`config.mk`:
```
export PLATFORM = sky130hd
export DESIGN_NAME = load_rdata_unit
export DESIGN_NICKNAME = d
export VERILOG_FILES = /design/src/rtl/load_rdata_unit.sv
export SDC_FILE = /design/constraint.sdc
export NUM_CORES = 1
export LEC_CHECK = 0
export CORE_UTILIZATION = 25
export CTS_CLUSTER_SIZE = 14
export DETAILED_ROUTE_END_ITERATION = 6
export SYNTH_ARGS = -nofsm -noshare
export SYNTH_HDL_FRONTEND = slang
export SYNTH_SLANG_ARGS = --single-unit
```
`constraint.sdc`:
```
create_clock -name clk_i -period 1.8 [get_ports clk_i]
set_clock_uncertainty 0.2 [all_clocks]
set_input_delay 0.36 -clock clk_i [delete_from_list [all_inputs] [get_ports clk_i]]
set_output_delay 0.36 -clock clk_i [all_outputs]
set_load 0.05 [all_outputs]
```
`src/rtl/load_rdata_unit.sv`:
```
// Load-side data-memory reader: issues a word-aligned read, then aligns and extends the returned byte/half/word.
// Latency: handshake at edge T -> mem_rreq in T+1; rvalid in T+k -> wb_valid in T+k+1 (best case 2 cycles).
// Backpressure: req_ready_o only in IDLE; stall_o high in WAIT/DRAIN; request errors stay in IDLE (one per cycle).
// Optional feature: define LSU_TIMEOUT_EN to build the WAIT/DRAIN timeout counter (limit MAX_WAIT).
module load_rdata_unit #(
  parameter int MAX_WAIT = 15
) (
  input  logic        clk_i,
  input  logic        reset_ni,
  input  logic        req_valid_i,
  output logic        req_ready_o,
  input  logic [31:0] req_addr_i,
  input  logic [2:0]  req_funct3_i,
  input  logic [4:0]  req_rd_i,
  input  logic        flush_i,
  output logic        mem_rreq_o,
  output logic [31:0] mem_raddr_o,
  input  logic        mem_rvalid_i,
  input  logic [31:0] mem_rdata_i,
  output logic        wb_valid_o,
  output logic [4:0]  wb_rd_o,
  output logic [31:0] wb_data_o,
  output logic        err_o,
  output logic [1:0]  err_cause_o,
  output logic        stall_o
);

  // The timeout counter needs at least a one-bit range to be meaningful.
  if (MAX_WAIT < 2) begin : g_bad_max_wait
    $error("load_rdata_unit: MAX_WAIT must be >= 2");
  end

  localparam logic [2:0] F3_LB  = 3'b000;
  localparam logic [2:0] F3_LH  = 3'b001;
  localparam logic [2:0] F3_LW  = 3'b010;
  localparam logic [2:0] F3_LBU = 3'b100;
  localparam logic [2:0] F3_LHU = 3'b101;

  localparam logic [1:0] CAUSE_MISALIGN = 2'b01;
  localparam logic [1:0] CAUSE_ILLEGAL  = 2'b10;
`ifdef LSU_TIMEOUT_EN
  localparam logic [1:0] CAUSE_TIMEOUT  = 2'b11;
  localparam int         CW             = $clog2(MAX_WAIT);
  localparam logic [CW-1:0] CNT_LAST    = CW'(MAX_WAIT - 1);
`endif

  typedef enum logic [1:0] {
    S_IDLE  = 2'd0,
    S_WAIT  = 2'd1,
    S_DRAIN = 2'd2
  } state_t;

  state_t      state_q;
  logic [1:0]  off_q;
  logic [2:0]  funct3_q;
  logic [4:0]  rd_q;
  logic        mem_rreq_q;
  logic [31:0] mem_raddr_q;
  logic        wb_valid_q;
  logic [4:0]  wb_rd_q;
  logic [31:0] wb_data_q;
  logic        err_q;
  logic [1:0]  err_cause_q;
`ifdef LSU_TIMEOUT_EN
  logic [CW-1:0] cnt_q;
`endif

  logic        handshake;
  logic        req_illegal;
  logic        req_misalign;
  logic [31:0] rdata_sh;
  logic [31:0] ext_d;

  assign req_ready_o = (state_q == S_IDLE);
  assign stall_o     = (state_q != S_IDLE);
  assign handshake   = req_valid_i & req_ready_o;

  // Decode the incoming request for error conditions; illegal takes precedence at use site.
  always_comb begin
    req_illegal  = 1'b0;
    req_misalign = 1'b0;
    unique case (req_funct3_i)
      F3_LB, F3_LBU: req_misalign = 1'b0;
      F3_LH, F3_LHU: req_misalign = req_addr_i[0];
      F3_LW:         req_misalign = (req_addr_i[1:0] != 2'b00);
      default:       req_illegal  = 1'b1;
    endcase
  end

  // Align the addressed lane to bit 0 and extend according to the latched load type.
  assign rdata_sh = mem_rdata_i >> {off_q, 3'b000};

  always_comb begin
    ext_d = mem_rdata_i;
    unique case (funct3_q)
      F3_LB:   ext_d = {{24{rdata_sh[7]}}, rdata_sh[7:0]};
      F3_LBU:  ext_d = {24'h0, rdata_sh[7:0]};
      F3_LH:   ext_d = {{16{rdata_sh[15]}}, rdata_sh[15:0]};
      F3_LHU:  ext_d = {16'h0, rdata_sh[15:0]};
      default: ext_d = mem_rdata_i;
    endcase
  end

  // Main FSM with registered strobes; pulses default low every cycle.
  always_ff @(posedge clk_i or negedge reset_ni) begin
    if (!reset_ni) begin
      state_q     <= S_IDLE;
      off_q       <= 2'b00;
      funct3_q    <= 3'b000;
      rd_q        <= 5'd0;
      mem_rreq_q  <= 1'b0;
      mem_raddr_q <= 32'h0;
      wb_valid_q  <= 1'b0;
      wb_rd_q     <= 5'd0;
      wb_data_q   <= 32'h0;
      err_q       <= 1'b0;
      err_cause_q <= 2'b00;
`ifdef LSU_TIMEOUT_EN
      cnt_q       <= '0;
`endif
    end else begin
      mem_rreq_q <= 1'b0;
      wb_valid_q <= 1'b0;
      err_q      <= 1'b0;
      unique case (state_q)
        S_IDLE: begin
          if (handshake) begin
            off_q    <= req_addr_i[1:0];
            funct3_q <= req_funct3_i;
            rd_q     <= req_rd_i;
            if (req_illegal) begin
              err_q       <= 1'b1;
              err_cause_q <= CAUSE_ILLEGAL;
            end else if (req_misalign) begin
              err_q       <= 1'b1;
              err_cause_q <= CAUSE_MISALIGN;
            end else begin
              state_q     <= S_WAIT;
              mem_rreq_q  <= 1'b1;
              mem_raddr_q <= {req_addr_i[31:2], 2'b00};
`ifdef LSU_TIMEOUT_EN
              cnt_q       <= '0;
`endif
            end
          end
        end
        S_WAIT: begin
          if (mem_rvalid_i) begin
            state_q <= S_IDLE;
            if (!flush_i) begin
              wb_valid_q <= 1'b1;
              wb_data_q  <= ext_d;
              wb_rd_q    <= rd_q;
            end
          end else if (flush_i) begin
            state_q <= S_DRAIN;
`ifdef LSU_TIMEOUT_EN
            cnt_q   <= '0;
`endif
          end
`ifdef LSU_TIMEOUT_EN
          else if (cnt_q == CNT_LAST) begin
            state_q     <= S_IDLE;
            err_q       <= 1'b1;
            err_cause_q <= CAUSE_TIMEOUT;
          end else begin
            cnt_q <= cnt_q + 1'b1;
          end
`endif
        end
        S_DRAIN: begin
          if (mem_rvalid_i) begin
            state_q <= S_IDLE;
          end
`ifdef LSU_TIMEOUT_EN
          else if (cnt_q == CNT_LAST) begin
            state_q <= S_IDLE;
          end else begin
            cnt_q <= cnt_q + 1'b1;
          end
`endif
        end
        default: state_q <= S_IDLE;
      endcase
    end
  end

  assign mem_rreq_o  = mem_rreq_q;
  assign mem_raddr_o = mem_raddr_q;
  assign wb_valid_o  = wb_valid_q;
  assign wb_rd_o     = wb_rd_q;
  assign wb_data_o   = wb_data_q;
  assign err_o       = err_q;
  assign err_cause_o = err_cause_q;

endmodule

```
==> flow_metrics.py <==
metrics = {
    "outcome": {
        "violations": "design-rule violations, negative setup slack",
        "status": "complete, but fails checks",
    },
    "sta": {
        "rsz0062_at_grt": "true",
        "fmax_mhz": 541,
        "period_needed_ns": 1.85,
        "maxSlewViolCount": 0,
        "setup_viol": 47,
        "finalCritPeriodShare": 1.03,
        "setup_ws_ns": -0.0496,
        "finalHoldViolCount": 0,
        "fin_tns_setup_ns": -1.22,
    },
    "cells_and_area": {
        "nFillCells": 1318,
        "nets": 614,
        "final_layout_size_suffix_gt1_frac": 0.395,
        "final_util": 0.470,
        "synthToLayoutAreaGrowth_pct": 81.4,
    },
    "setup_path": {
        "endpoint_kind": "register",
        "crit_arrival_ns": 1.87,
        "cp_cell_sequence": "mux2i_2, buf_4, nor3_4, o31ai_4, buf_6, nand3_2",
        "timing.rr.end": "wb_data_o[21]$_DFFE_PN0P_",
        "slowest_stage": "dfrtp_2",
        "cp_max_fo": 6,
        "r2r-start": "off_q[1]$_DFFE_PN0P_",
        "critPathRequiredTime_ns": 1.82,
        "path_class": "reg -> reg",
        "start_kind": "register",
        "r2r_setup_slack_ns": -0.05,
        "reg2reg_depth": 6,
        "cp_slowest_stage_delay_ns": 0.45,
        "crit_path_end": "wb_data_o[21]$_DFFE_PN0P_",
        "worstSetupStartpoint": "off_q[1]$_DFFE_PN0P_",
    },
    "yosys": {
        "yosysSeqAreaShare": 0.552,
        "synth_compound_area_frac": 0.0871,
        "synth_ff_type": "dfrtp_1",
        "synth.ff_latch_count": 84,
        "yosys.area_share.simple": 0.166,
        "synth_edf_count": 0,
        "synth.area.mux_share": 0.151,
        "ys_warn_count": 0,
        "syn_area_um2": 3810,
        "synthArstFlopShare": 1.00,
        "synth_top_family_by_area": "simple AND/OR/NAND/NOR gates",
        "postSynthCellCount": 349,
        "synthAdderAreaFrac": 0,
        "synth_cell_type_count": 38,
        "synth-xor-area-share": 0,
        "synth.avg_cell_area_um2": 10.9,
    },
    "route": {
        "drtIter0Drc": 142,
        "wirelength_um": 12000,
        "wire_per_inst_um": 16.5,
        "vias_per_cell": 4.60,
        "dr.pass1.iters": 7,
        "routed-via-count": 3341,
        "ant_nets": 0,
        "drc": 2,
    },
    "clock_tree": {
        "clock_sinks": 84,
        "clock_latency_ns": 0.34,
        "numCtsBuffers": 9,
        "path_clk_slew_ns": 0.06,
        "cts_buffer_depth": 2,
        "h-tree-depth": 3,
        "cts_root_buf": "clkbuf_16",
        "cts_tree": "yes",
    },
    "pwr": {
        "max-vdd-ir-drop_mv": 0.702,
        "p_leak_uw": 0.00310,
        "p_int_uw": 6450,
        "combPwrFrac": 0.525,
        "p_clk_frac": 0.185,
        "total_power_uw": 10900,
        "power_frac_seq": 0.290,
        "swShare": 0.407,
        "p_per_area_nw_per_um2": 1570,
        "switching_power_uw": 4420,
    },
    "floorplanning": {
        "num_rows": 44,
        "start_util": 0.259,
        "die_h_um": 125,
        "dieArea_um2": 15700,
        "core_area_um2": 14700,
        "io_pins": 153,
        "die_x_um": 125,
    },
    "grt": {
        "grt_overflow": 0,
        "grt_pass1_vias": 3452,
        "grt.total_usage": 0.155,
        "grt_pass1_wl_um": 18700,
        "antenna_found_initial": 1,
        "grt_max_degree": 39,
    },
    "place": {
        "dp_hpwl_um": 9010,
        "gp_congestion": 0.839,
        "dp_slack_ns": -0.439,
        "io_buffers": 150,
    },
    "hold_path": {
        "hold_path.class": "in -> reg",
    },
    "flow_run": {
        "drv_cap": 0,
    },
}
-- placed cells by master, fill, tap and decap left out, types with 2 or more instances in the layout --
| cell | netlist | layout |
|---|---|---|
| a21oi_1 | 17 | 17 |
| and2_1 | 7 | 6 |
| buf_12 | 0 | 56 |
| buf_16 | 0 | 2 |
| buf_4 | 2 | 53 |
| buf_6 | 4 | 9 |
| buf_8 | 0 | 3 |
| bufinv_16 | 0 | 2 |
| clkbuf_16 | 0 | 11 |
| clkdlybuf4s50_1 | 0 | 72 |
| clkinv_2 | 0 | 2 |
| clkinvlp_4 | 0 | 2 |
| conb_1 | 1 | 2 |
| dfrtp_1 | 84 | 82 |
| dfrtp_2 | 0 | 2 |
| dlygate4sd2_1 | 0 | 2 |
| inv_1 | 3 | 2 |
| mux2_2 | 41 | 41 |
| mux2i_1 | 9 | 8 |
| nand2_1 | 48 | 48 |
| nand2b_1 | 7 | 7 |
| nand3_1 | 32 | 17 |
| nand3_2 | 0 | 15 |
| nand3b_1 | 9 | 9 |
| nor2_1 | 12 | 11 |
| nor3b_1 | 2 | 2 |
| nor4_2 | 1 | 2 |
| o21a_1 | 3 | 3 |
| o21ai_0 | 30 | 29 |
-- state kept, by name (all words and copies together), names as in the netlist --
register and count:
mem_rreq_o 1, state_q 2, mem_raddr_o 30, err_o 1
rd_q 5, err_cause_o 2, wb_rd_o 5, off_q 2
funct3_q 3, wb_valid_o 1, wb_data_o 32
-- worst max-delay path: cells and delay by family, from the launching register on --
kind | cells | cell delay (ns)
AND/OR/NAND/NOR | 2 | 0.10
flip-flops | 1 | 0.45
multiplexers | 1 | 0.27
buffers and inverters | 2 | 0.35
AO/OA/AOI/OAI | 1 | 0.36
-- power by group through the flow --
stage,combinational [uW],sequential [uW],clock (uW)
5_1_grt,5940,3230,2140
3_5_place_dp,5550,3170,0
2_1_floorplan,940,4830,0
3_3_place_gp,5510,3160,0
6_report,5710,3150,2020
4_1_cts,5610,3150,2070
-- timing repair --
item                       in CTS  in global routing
gates resized for setup        12                 39
hold buffers                    1                  0
cloned                          2                  3
buffers inserted                5                  2
setup endpoints to repair      55                 70
hold endpoints to repair       45                  0
pin swaps                       4                  3
-- worst min-delay path by stage --
stage | cells after the start | end | slack (ns) | startpoint
finish | 3 | state_q[1]$_DFFE_PN0P_ | 0.20 | mem_rvalid_i
detailed placement | 1 | wb_data_o[8]$_DFFE_PN0P_ | 0.05 | reset_ni
global placement | 1 | wb_data_o[11]$_DFFE_PN0P_ | 0.05 | reset_ni
global route | 3 | state_q[1]$_DFFE_PN0P_ | 0.22 | mem_rvalid_i
CTS | 2 | state_q[0]$_DFFE_PN0P_ | 0.22 | reset_ni
floorplan | 0 | err_cause_o[0]$_DFFE_PN0P_ | -0.14 | reset_ni
-- synthesized netlist by cell type, types with 2 or more instances --
master     n  area share
buf_1      3      0.0030
nand3b_1   9       0.018
buf_2      6      0.0079
nor2b_1    2      0.0033
nand2_1   48       0.047
nor3_1     2      0.0026
o21a_1     3      0.0059
inv_1      3      0.0030
mux2_2    41        0.12
nor3b_1    2      0.0039
dfrtp_1   84        0.55
nand2b_1   7       0.012
a21oi_1   17       0.022
buf_6      4       0.012
o21ai_0   30       0.039
mux2i_1    9       0.024
clkbuf_1   9      0.0089
buf_4      2      0.0039
nand3_1   32       0.042
and2_1     7       0.012
nor2_1    12       0.012
-- cell type report --
class / instances / area, um2 / area share
sequential: 84 / 2100 / 0.305
tap: 184 / 230 / 0.0333
multi-input combinational: 237 / 1690 / 0.245
clock inverter: 6 / 86.3 / 0.0125
clock buffer: 10 / 239 / 0.0346
antenna: 1 / 2.50 / 0.000362
timing repair buffer: 201 / 2530 / 0.366
inverter: 4 / 21.3 / 0.00308
-- per-layer routing --
| metal | vias to the layer above | part of all wire | global-route usage | wire [um] |
|---|---|---|---|---|
| li1 | 1584 | - | - | - |
| met1 | 1635 | 0.42 | 0.196 | 5070 |
| met2 | 105 | 0.51 | 0.257 | 6160 |
| met3 | 17 | 0.043 | 0.0300 | 522 |
| met4 | 0 | 0.022 | 0.0717 | 267 |
| met5 | - | 0 | 0 | 0 |
-- per-stage QoR --
stage,cells,hold WS (ns),cell area (um2)
2_1_floorplan,350,-0.136,3820
3_3_place_gp,697,0.0470,6200
3_5_place_dp,697,0.0500,6200
4_1_cts,721,0.225,6650
5_1_grt,727,0.222,6910
6_report,727,0.195,6910
-- cell families after synthesis --
group | count (synthesis)
DFF | 84
AOI/OAI and AO/OA | 57
muxes | 51
and+or+nand+nor | 127
buffers and inverters | 29
other | 1
(Power assumes the default switching activity.)
